## src/rtl/xoodoo_pkg.sv

```systemverilog
// Shared types, round constants and lane-mapping helpers for the Xoodoo
// permutation engine.
package xoodoo_pkg;

  typedef logic [2:0][3:0][31:0] xoodoo_state_t;

  typedef enum logic [1:0] {IDLE, RUN, DONE} fsm_t;

  localparam logic [31:0] XOODOO_RC [12] = '{
    32'h058, 32'h038, 32'h3C0, 32'h0D0, 32'h120, 32'h014,
    32'h060, 32'h02C, 32'h380, 32'h0F0, 32'h1A0, 32'h012
  };

  function automatic logic [31:0] rotl32(input logic [31:0] v, input int unsigned n);
    return (v << n) | (v >> (32 - n));
  endfunction

  // 0 or anything above 12 selects the full permutation
  function automatic logic [3:0] eff_rounds(input logic [3:0] r);
    return (r == 4'd0 || r > 4'd12) ? 4'd12 : r;
  endfunction

  // Byte-string order is a plain byte reversal of the packed lane vector
  function automatic xoodoo_state_t to_lanes(input logic [383:0] s, input bit bo);
    logic [383:0] r;
    if (bo) r = {<<8{s}};
    else    r = s;
    return xoodoo_state_t'(r);
  endfunction

  function automatic logic [383:0] from_lanes(input xoodoo_state_t a, input bit bo);
    logic [383:0] r;
    if (bo) r = {<<8{a}};
    else    r = a;
    return r;
  endfunction

endpackage

```

## src/rtl/xoodoo_perm_iter_if.sv

```systemverilog
// Producer/consumer handshake bundle around the Xoodoo permutation engine.
interface xoodoo_perm_iter_if;
  logic         in_valid;
  logic         in_ready;
  logic [383:0] state_in;
  logic [3:0]   in_rounds;
  logic         out_valid;
  logic         out_ready;
  logic [383:0] state_out;
  logic         busy;

  modport master (
    output in_valid, state_in, in_rounds, out_ready,
    input  in_ready, out_valid, state_out, busy
  );

  modport slave (
    input  in_valid, state_in, in_rounds, out_ready,
    output in_ready, out_valid, state_out, busy
  );
endinterface

```

## src/rtl/xoodoo_round.sv

```systemverilog
// One combinational Xoodoo round; i_en=0 passes the state through unchanged.
module xoodoo_round
  import xoodoo_pkg::*;
(
  input  xoodoo_state_t i_state,
  input  logic [31:0]   i_rc,
  input  logic          i_en,
  output xoodoo_state_t o_state
);

  logic [3:0][31:0] w_p;
  logic [3:0][31:0] w_e;
  xoodoo_state_t    w_t;
  xoodoo_state_t    w_w;
  xoodoo_state_t    w_c;
  xoodoo_state_t    w_o;

  for (genvar x = 0; x < 4; x++) begin : g_col
    assign w_p[x] = i_state[0][x] ^ i_state[1][x] ^ i_state[2][x];
    assign w_e[x] = rotl32(w_p[(x+3)%4], 5) ^ rotl32(w_p[(x+3)%4], 14);

    for (genvar y = 0; y < 3; y++) begin : g_row
      assign w_t[y][x] = i_state[y][x] ^ w_e[x];
      assign w_c[y][x] = w_w[y][x] ^ (~w_w[(y+1)%3][x] & w_w[(y+2)%3][x]);
    end

    // rho-west with iota folded into plane 0, lane 0
    if (x == 0) begin : g_iota
      assign w_w[0][x] = w_t[0][x] ^ i_rc;
    end else begin : g_plain
      assign w_w[0][x] = w_t[0][x];
    end
    assign w_w[1][x] = w_t[1][(x+3)%4];
    assign w_w[2][x] = rotl32(w_t[2][x], 11);

    assign w_o[0][x] = w_c[0][x];
    assign w_o[1][x] = rotl32(w_c[1][x], 1);
    assign w_o[2][x] = rotl32(w_c[2][(x+2)%4], 8);
  end

  assign o_state = i_en ? w_o : i_state;

endmodule

```

## src/rtl/xoodoo_perm_iter.sv

```systemverilog
// Iterative Xoodoo permutation: 1..12 rounds, ROUNDS_PER_CYCLE unrolled per
// clock, valid/ready on both sides.
module xoodoo_perm_iter
  import xoodoo_pkg::*;
#(
  parameter int unsigned ROUNDS_PER_CYCLE = 1,
  parameter bit          BYTE_ORDER       = 1'b1
) (
  input logic               eph1,
  input logic               reset,
  xoodoo_perm_iter_if.slave bus
);

  if (!(ROUNDS_PER_CYCLE == 1 || ROUNDS_PER_CYCLE == 2 || ROUNDS_PER_CYCLE == 3 ||
        ROUNDS_PER_CYCLE == 4 || ROUNDS_PER_CYCLE == 6 || ROUNDS_PER_CYCLE == 12)) begin : g_bad_rpc
    $error("xoodoo_perm_iter: ROUNDS_PER_CYCLE must be 1, 2, 3, 4, 6 or 12");
  end

  fsm_t          r_fsm;
  fsm_t          w_fsm_nxt;
  xoodoo_state_t r_state;
  logic [4:0]    r_rnd_idx;
  logic [4:0]    w_idx_nxt;
  logic          w_in_ready;
  logic          w_accept;
  xoodoo_state_t w_last;

  assign w_accept  = bus.in_valid & w_in_ready;
  assign w_idx_nxt = r_rnd_idx + 5'(ROUNDS_PER_CYCLE);

  // Stages past the last table entry bypass, so short round counts finish mid-chain
  for (genvar k = 0; k < ROUNDS_PER_CYCLE; k++) begin : g_stage
    xoodoo_state_t w_in;
    xoodoo_state_t w_out;
    logic [5:0]    w_idx;
    logic          w_en;
    logic [31:0]   w_rc;

    if (k == 0) begin : g_first
      assign w_in = r_state;
    end else begin : g_next
      assign w_in = g_stage[k-1].w_out;
    end

    assign w_idx = {1'b0, r_rnd_idx} + 6'(k);
    assign w_en  = (w_idx < 6'd12);
    assign w_rc  = w_en ? XOODOO_RC[w_idx[3:0]] : '0;

    xoodoo_round u_round (
      .i_state (w_in),
      .i_rc    (w_rc),
      .i_en    (w_en),
      .o_state (w_out)
    );
  end

  assign w_last = g_stage[ROUNDS_PER_CYCLE-1].w_out;

  always_ff @(posedge eph1 or negedge reset) begin
    if (!reset) r_fsm <= IDLE;
    else        r_fsm <= w_fsm_nxt;
  end

  always_comb begin
    w_fsm_nxt = r_fsm;
    case (r_fsm)
      IDLE: if (w_accept) w_fsm_nxt = RUN;
      RUN:  if (w_idx_nxt >= 5'd12) w_fsm_nxt = DONE;
      DONE: if (bus.out_ready) w_fsm_nxt = bus.in_valid ? RUN : IDLE;
      default: w_fsm_nxt = IDLE;
    endcase
  end

  always_comb begin
    w_in_ready    = (r_fsm == IDLE) | ((r_fsm == DONE) & bus.out_ready);
    bus.out_valid = (r_fsm == DONE);
    bus.busy      = (r_fsm == RUN);
  end

  assign bus.in_ready = w_in_ready;

  always_ff @(posedge eph1 or negedge reset) begin
    if (!reset) begin
      r_state   <= '0;
      r_rnd_idx <= '0;
    end else if (w_accept) begin
      r_state   <= to_lanes(bus.state_in, BYTE_ORDER);
      r_rnd_idx <= 5'd12 - {1'b0, eff_rounds(bus.in_rounds)};
    end else if (r_fsm == RUN) begin
      r_state   <= w_last;
      r_rnd_idx <= w_idx_nxt;
    end
  end

  assign bus.state_out = from_lanes(r_state, BYTE_ORDER);

endmodule

```

## src/flat_wrapper.sv

```systemverilog
// flat-port wrapper written by rule: the top's interface ports become plain ports
module xoodoo_perm_iter_flat import xoodoo_pkg::*;
#(
  parameter int unsigned ROUNDS_PER_CYCLE = 1,
  parameter bit          BYTE_ORDER       = 1'b1
)
  (eph1, reset, bus_in_valid, bus_state_in, bus_in_rounds, bus_out_ready, bus_in_ready, bus_out_valid, bus_state_out, bus_busy);
  xoodoo_perm_iter_if bus_i ();
  input logic eph1;
  input logic reset;
  input wire logic [$bits(bus_i.in_valid)-1:0] bus_in_valid;
  input wire logic [$bits(bus_i.state_in)-1:0] bus_state_in;
  input wire logic [$bits(bus_i.in_rounds)-1:0] bus_in_rounds;
  input wire logic [$bits(bus_i.out_ready)-1:0] bus_out_ready;
  output wire logic [$bits(bus_i.in_ready)-1:0] bus_in_ready;
  output wire logic [$bits(bus_i.out_valid)-1:0] bus_out_valid;
  output wire logic [$bits(bus_i.state_out)-1:0] bus_state_out;
  output wire logic [$bits(bus_i.busy)-1:0] bus_busy;
  assign bus_i.in_valid = bus_in_valid;
  assign bus_i.state_in = bus_state_in;
  assign bus_i.in_rounds = bus_in_rounds;
  assign bus_i.out_ready = bus_out_ready;
  assign bus_in_ready = bus_i.in_ready;
  assign bus_out_valid = bus_i.out_valid;
  assign bus_state_out = bus_i.state_out;
  assign bus_busy = bus_i.busy;
  xoodoo_perm_iter #(.ROUNDS_PER_CYCLE(ROUNDS_PER_CYCLE), .BYTE_ORDER(BYTE_ORDER)) u_core (.eph1(eph1), .reset(reset), .bus(bus_i));
endmodule
```

## config.mk

```make
export PLATFORM = sky130hd
export DESIGN_NAME = xoodoo_perm_iter_flat
export DESIGN_NICKNAME = d
export VERILOG_FILES = /design/src/rtl/xoodoo_pkg.sv /design/src/rtl/xoodoo_perm_iter_if.sv /design/src/rtl/xoodoo_round.sv /design/src/rtl/xoodoo_perm_iter.sv /design/src/flat_wrapper.sv
export SDC_FILE = /design/constraint.sdc
export NUM_CORES = 1
export LEC_CHECK = 0
export CAP_MARGIN = 10
export CORE_MARGIN = 1
export CORE_UTILIZATION = 30
export CTS_CLUSTER_DIAMETER = 80
export DETAILED_ROUTE_END_ITERATION = 10
export PLACE_DENSITY = 0.6
export REMOVE_ABC_BUFFERS = 1
export SYNTH_ARGS = -nofsm -noshare
export SYNTH_HDL_FRONTEND = slang
export SYNTH_HIERARCHICAL = 1
export SYNTH_SLANG_ARGS = --single-unit
```

## constraint.sdc

```tcl
create_clock -name eph1 -period 4.58 [get_ports eph1]
set_input_delay 0.687 -clock eph1 [delete_from_list [all_inputs] [get_ports eph1]]
set_output_delay 0.687 -clock eph1 [all_outputs]
set_load 0.02 [all_outputs]
```

==> results.md, run 1 <==
- Avg Cell Area, Syn: about 11 µm²
- Core region area: between 0.1 and 0.15 mm²
- Dpl hpwl: ~180000 µm
- Unrepaired setup endpoints after global routing: no
- Vias per cell: roughly 5.5
- Nets: just under 5k
- Largest net degree at the start of global routing: 195
- Top cells by count, synth: dfrtp_1 (391), xnor2_1 (388), xnor3_1 (376)
- Reg-to-reg slack, setup: about 0.93 ns
- Fin Clk Skew: around 0.029 ns
- Max clock buf depth: 3
- Row Count: around 130
- Crit start category: flip-flop
- 1st-iter DRT viols: around 4.5k
- # clock sinks: 391
- Worst endpoint required time: 5.14 ns
- CTS Hold Bufs: 0
- Top-count cell post-synth: dfrtp_1
- Syn Inst Count: 3829
- Die Span Y: 371 µm
- Overall Global Routing Usage: between 30 and 40%
- Num CTS Buffers: 55
- FMAX: between 0.2 and 0.3 GHz
- Sequential fraction of the synthesis area: between 20% and 30%
- Post-synthesis async set-or-reset flop share: 100%
- Vias in the first global route: between 30k and 40k
- Mapped cell area: 0.0407 mm²
- Synth warn: 6
- Met2 wire length: roughly 100000 µm
- CP endpoint kind: flip-flop
- Top FF cell, synth: dfrtp_1
- PostCTS Resize Cnt: 0
- Run status: complete, no violations
- H-tree levels: 2
- Clk pin slew, worst setup/hold paths: about 0.060 ns
- Die W: around 370 µm
- Port bufs: approximately 800
- XOR/XNOR Fraction of Synth Area: around 40%
- DRC Markers: 0
- WL met3: around 25000 µm
- WL per Instance: ~36 µm
- Via count: approximately 35k
- Layout cells sized above 1: around 6.7%
- Worst hold path class: in2async
- Clock latency on the worst-skew pair: roughly 0.68 ns
- Synthesized flop and latch total: ~400
- Library cells used by synthesis: 47
- Max-Slew Margin vs Limit: about a quarter
- Top cell type's share of synthesized area: 24.0%
- Post-synthesis mux area share: 5.06%
- Min Clock Period, post-route: about 3.6 ns
- Initial DRT Pass Iterations: 6
- Final setup vio count: 0
- First-pass GRT wire length: about 300000 µm
- Initial Utilization: 30.4%
- Die area: ~0.14 mm²
- Post-CTS Repair Setup Buffers: 0
- Kind of critical path: reg2reg
- Area growth, synth to finish: 27.8%
- Post-synthesis compound-gate area fraction: 15.4%
- I/O pin cnt: 779
- Post-Route M1 WL: about 87000 µm
- Final core utilization: slightly below 40%
- Worst Tran Pin Value: about 1.1 ns
- CTS tree: done
- Adder-Cell Fraction of Synth Area: less than 1%
- DRT Wirelength: ~230000 µm
- Max Cap Viol: 0
- Final Hold Violating Endpoints: 0
- Post-route clock period utilization: about four fifths
- RD Place Congestion: 0.966
- Max-slew violations: 0
- GRT Residual Overflow: 0
- Max FO, Critical Path: 6
- Post-synth EDFFs: 0
- Top cells by area, synth: dfrtp_1 (24%), xnor3_1 (21%), xnor2_1 (8.3%)
- Critical path arrival: approximately 4.2 ns
- Largest family of logic cells by synthesized area: XOR/XNOR gates
- Initial antenna violation count: 19
- Top layer in use: met5
- Area leader, netlist: dfrtp_1
- Root buffer cell: clkbuf_16
- Remaining antenna violation count after routing: 0
- Simple-Gate Fraction of Synth Area: 11.3%
- Setup TNS: 0 ns
==> kinds of logic after synthesis <==
family,after synthesis
XOR/XNOR,1030
AND/OR/NAND/NOR,943
other,1
AO/OA/AOI/OAI,975
buffers and inverters,281
adder cells (fa/ha/maj),6
multiplexers,202
flip-flops,391
==> path summary, 6_finish.rpt <==
path,startpoint,end,cells after the start
setup / recovery,u_core/bus.state_out[29]$_DFFE_PN0P_,u_core/bus.state_out[243]$_DFFE_PN0P_,7
hold / removal,reset,u_core/bus.state_out[325]$_DFFE_PN0P_,1
setup reg to reg,u_core/bus.state_out[29]$_DFFE_PN0P_,u_core/bus.state_out[243]$_DFFE_PN0P_,7
hold reg to reg,u_core/bus.state_out[81]$_DFFE_PN0P_,u_core/bus.state_out[81]$_DFFE_PN0P_,1
max in group asynchronous,reset,u_core/bus.state_out[217]$_DFFE_PN0P_,2
min in group eph1,bus_state_in[372],u_core/bus.state_out[372]$_DFFE_PN0P_,3
==> worst max-delay path, cell delays in order (launching register included) <==
cell	delay, ns
dfrtp_1	0.55
xnor3_2	0.65
xnor3_1	0.73
nand2_1	0.14
xnor2_1	0.81
a21oi_1	0.23
a22o_1	0.25
a21o_1	0.15
==> layer usage <==
layer | vias up | track usage [%]
li1 | 14893 | -
met1 | 17499 | 40.3
met2 | 2115 | 49.2
met3 | 440 | 9.35
met4 | 26 | 17.3
met5 | - | 0
==> cell usage in the layout, fill, tap and decap left out, drive strengths merged, types with 4 or more instances in the layout <==
master | netlist | routed
conb | 1 | 23
a22o | 216 | 216
a21o | 217 | 217
nor3 | 99 | 99
xnor2 | 388 | 388
nor2b | 94 | 94
xor2 | 130 | 130
clkinvlp | 0 | 4
o21ai | 268 | 268
clkdlybuf4s50 | 0 | 777
clkinv | 0 | 12
diode | 0 | 4
a21oi | 267 | 267
ha | 6 | 6
mux2i | 170 | 170
dfrtp | 391 | 391
bufinv | 0 | 7
inv | 7 | 15
nor2 | 301 | 301
buf | 177 | 105
nand2b | 33 | 33
xor3 | 96 | 96
and3b | 96 | 96
mux2 | 32 | 32
and2b | 5 | 5
nand2 | 305 | 305
xnor3 | 416 | 416
clkbuf | 97 | 70
==> cell type report <==
type	instances	area (µm²)
diodes	4	10.0
clock buffers	70	1540
clock inverters	31	383
fillers	13161	82100
inverters	7	33.8
multi-input cells	3179	29400
flip-flops and latches	391	9780
well taps	1768	2210
repair buffers	882	8720
==> state kept, by name, summed over array words and instances, names as in the netlist <==
| signal | count |
|---|---|
| u_core/bus.state_out | 384 |
| u_core/r_rnd_idx | 5 |
| u_core/r_fsm | 2 |
==> per-stage QoR <==
step                cell area [µm²]  hold slack [ns]  std cells  setup slack [ns]
global route                  52100            0.149       6329             0.946
floorplan                     39200            0.391       3577            -21.36
CTS                           52100            0.123       6328             0.941
finish                        52100            0.119       6332             0.930
detailed placement            50100            0.544       6227              1.09
global placement              50100            0.532       6227              1.07
Power of run 1 is left out: the tool's default activity adds up to more than one toggle a clock period on the data nets, which glitch-free logic cannot reach.
==> run 2, diff against run 1 <==
--- a/config.mk
+++ b/config.mk
@@ -10,7 +10,7 @@
 export CORE_UTILIZATION = 30
 export CTS_CLUSTER_DIAMETER = 80
 export DETAILED_ROUTE_END_ITERATION = 10
-export PLACE_DENSITY = 0.6
+export PLACE_DENSITY = 0.62
 export REMOVE_ABC_BUFFERS = 1
 export SYNTH_ARGS = -nofsm -noshare
 export SYNTH_HDL_FRONTEND = slang
==> constraint.sdc (replaced) <==
create_clock -name eph1 -period 3.2 [get_ports eph1]
set_input_delay 0.48 -clock eph1 [delete_from_list [all_inputs] [get_ports eph1]]
set_output_delay 0.48 -clock eph1 [all_outputs]
set_load 0.02 [all_outputs]
==> run 2 against run 1 <==
Compared with the run above:
- via count grew 5.8%
- clock-buffer cell count grew 8
- setup slack lost 0.79 ns
- hold slack gained 0.15 ns
- core utilization grew 2.3 points
- global-route usage grew 1.6 points
- design area grew 5.8%
- first-iteration DRC count shrank 4.8%
- critical path type unchanged
==> results.md, run 2 (same netlist as run 1, synthesis figures left out) <==
- Final core utilization: 41.1%
- Final Hold Violating Endpoints: 0
- Post-route clock period utilization: 95.7%
- DRT Wirelength: between 200000 and 250000 µm
- Post-CTS Repair Setup Buffers: 0
- Nets: approximately 5.3k
- # clock sinks: about 390
- Final setup vio count: 0
- WL per Instance: approximately 36 µm
- Run status: complete, no violations
- RR Startpoint: u_core/bus.state_out[309]$_DFFE_PN0P_
- Dpl hpwl: about 190000 µm
- Via count: 37.0k
- I/O pin cnt: 779
- FILL cells: ~13k
- Crit start category: flip-flop
- Layout cells sized above 1: between 10% and 20%
- Max-slew violations: 0
- GRT Residual Overflow: 0
- Die W: around 370 µm
- Reg area: approximately 0.0098 mm²
- Initial DRT Pass Iterations: 6
- Max FO, Critical Path: 6
- DRC Markers: 0
- Clock latency on the worst-skew pair: roughly 0.68 ns
- Root buffer cell: clkbuf_16
- CTS tree: done
- Max clock buf depth: 3
- Vias per cell: 5.53
- Vias in the first global route: between 30k and 40k
- Clk pin slew, worst setup/hold paths: approximately 0.060 ns
- Unrepaired setup endpoints after global routing: no
- Remaining antenna violation count after routing: 0
- CP endpoint kind: flip-flop
- Multi-input gate area: 0.0294 mm²
- Max Cap Viol: 0
- Num CTS Buffers: 58
- Worst Tran Pin Value: approximately 1.2 ns
- Initial antenna violation count: 15
- Max FFs per register: ~380
- Max-Slew Margin vs Limit: about 20%
- Fin Clk Skew: ~0.03 ns
- Worst endpoint required time: 3.73 ns
- Row Count: ~130
- Overall Global Routing Usage: roughly 34%
- Critical path arrival: around 3.6 ns
- First-pass GRT wire length: ~310000 µm
- Kind of critical path: reg2reg
- Initial Utilization: approximately 30%
- Largest net degree at the start of global routing: ~170
- RD Place Congestion: between 0.9 and 1
- Core region area: about 0.13 mm²
- FMAX: 0.326 GHz
- H-tree levels: 2
- Worst hold path class: in2async
- Die area: about 0.14 mm²
- Critical path launch point: u_core/bus.state_out[309]$_DFFE_PN0P_
- 1st-iter DRT viols: between 4k and 5k
- Commonest non-fill, non-tap cell in the layout: clkdlybuf4s50_1
- Port bufs: 778
- Most frequent cells in the layout: clkdlybuf4s50_1 (777), buf_4 (427), dfrtp_1 (391)
- Die Span Y: about 370 µm
- Min Clock Period, post-route: 3.06 ns
- Area growth, synth to finish: 35.3%
==> run 2: cell types whose count changed in the layout (fill, tap and decap cells not counted), sizes merged, moves of 2 or more <==
| cell | delta |
|---|---|
| clkinv | +4 |
| clkbuf | +8 |
| inv | -6 |
| clkinvlp | -2 |
| buf | +354 |
==> run 2: what timing repair did <==
action | 4_1_cts | 5_1_grt
hold buffers | 1 | 0
hold endpoints to repair | 20 | 0
gates resized for setup | 0 | 2
setup endpoints to repair | 0 | 2
==> run 2: routing by layer <==
metal	vias up	share of wire [%]	wire length [µm]	global-route usage (%)
met5	-	0.045	107	0
met4	16	6.0	14400	17.8
met3	432	10	23800	8.32
met2	2246	45	106000	52.1
met1	18678	39	93300	42.9
li1	15619	-	-	-
==> run 2: area by class of cell <==
| class | instances | share of cell area, % |
|---|---|---|
| antenna | 5 | 0.0227 |
| inverter | 7 | 0.0613 |
| sequential | 391 | 17.8 |
| clock inverter | 28 | 0.654 |
| tap | 1768 | 4.01 |
| timing repair buffer | 1237 | 21.1 |
| multi-input combinational | 3179 | 53.3 |
| clock buffer | 78 | 3.09 |
==> run 2: stage by stage <==
| step | setup slack (ns) | hold slack, ns | TNS [ns] | instance area (µm²) | std cells |
|---|---|---|---|---|---|
| after floorplan | -22.74 | 0.184 | -7977.06 | 39200 | 3577 |
| after global placement | 0.195 | 0.366 | 0 | 53000 | 6581 |
| after detailed placement | 0.207 | 0.362 | 0 | 53000 | 6581 |
| after CTS | 0.186 | 0.252 | 0 | 55100 | 6688 |
| after global routing | 0.0163 | 0.283 | 0 | 55100 | 6691 |
| final | 0.137 | 0.272 | 0 | 55100 | 6693 |
==> run 2: worst paths after layout <==
check,slack (ns),cells past startpoint,endpoint
worst min register to register,0.59,1,u_core/bus.state_out[254]$_DFFE_PN0P_
max in group asynchronous,1.64,4,u_core/bus.state_out[34]$_DFFE_PN0P_
worst min-delay path,0.27,2,u_core/bus.state_out[56]$_DFFE_PN0P_
worst max register to register,0.14,7,u_core/bus.state_out[59]$_DFFE_PN0P_
min in group eph1,0.34,3,u_core/bus.state_out[376]$_DFFE_PN0P_
worst max-delay path,0.14,7,u_core/bus.state_out[59]$_DFFE_PN0P_
==> run 2: critical path, stage by stage (launching register included) <==
cell and delay [ns]:
dfrtp_1 0.60, xnor3_1 0.88, xnor3_1 0.57, nor2_1 0.21, xor2_1 0.27, a21oi_1 0.11, mux2i_1 0.15, o21ai_1 0.11
Power of run 2 is left out for the same reason.
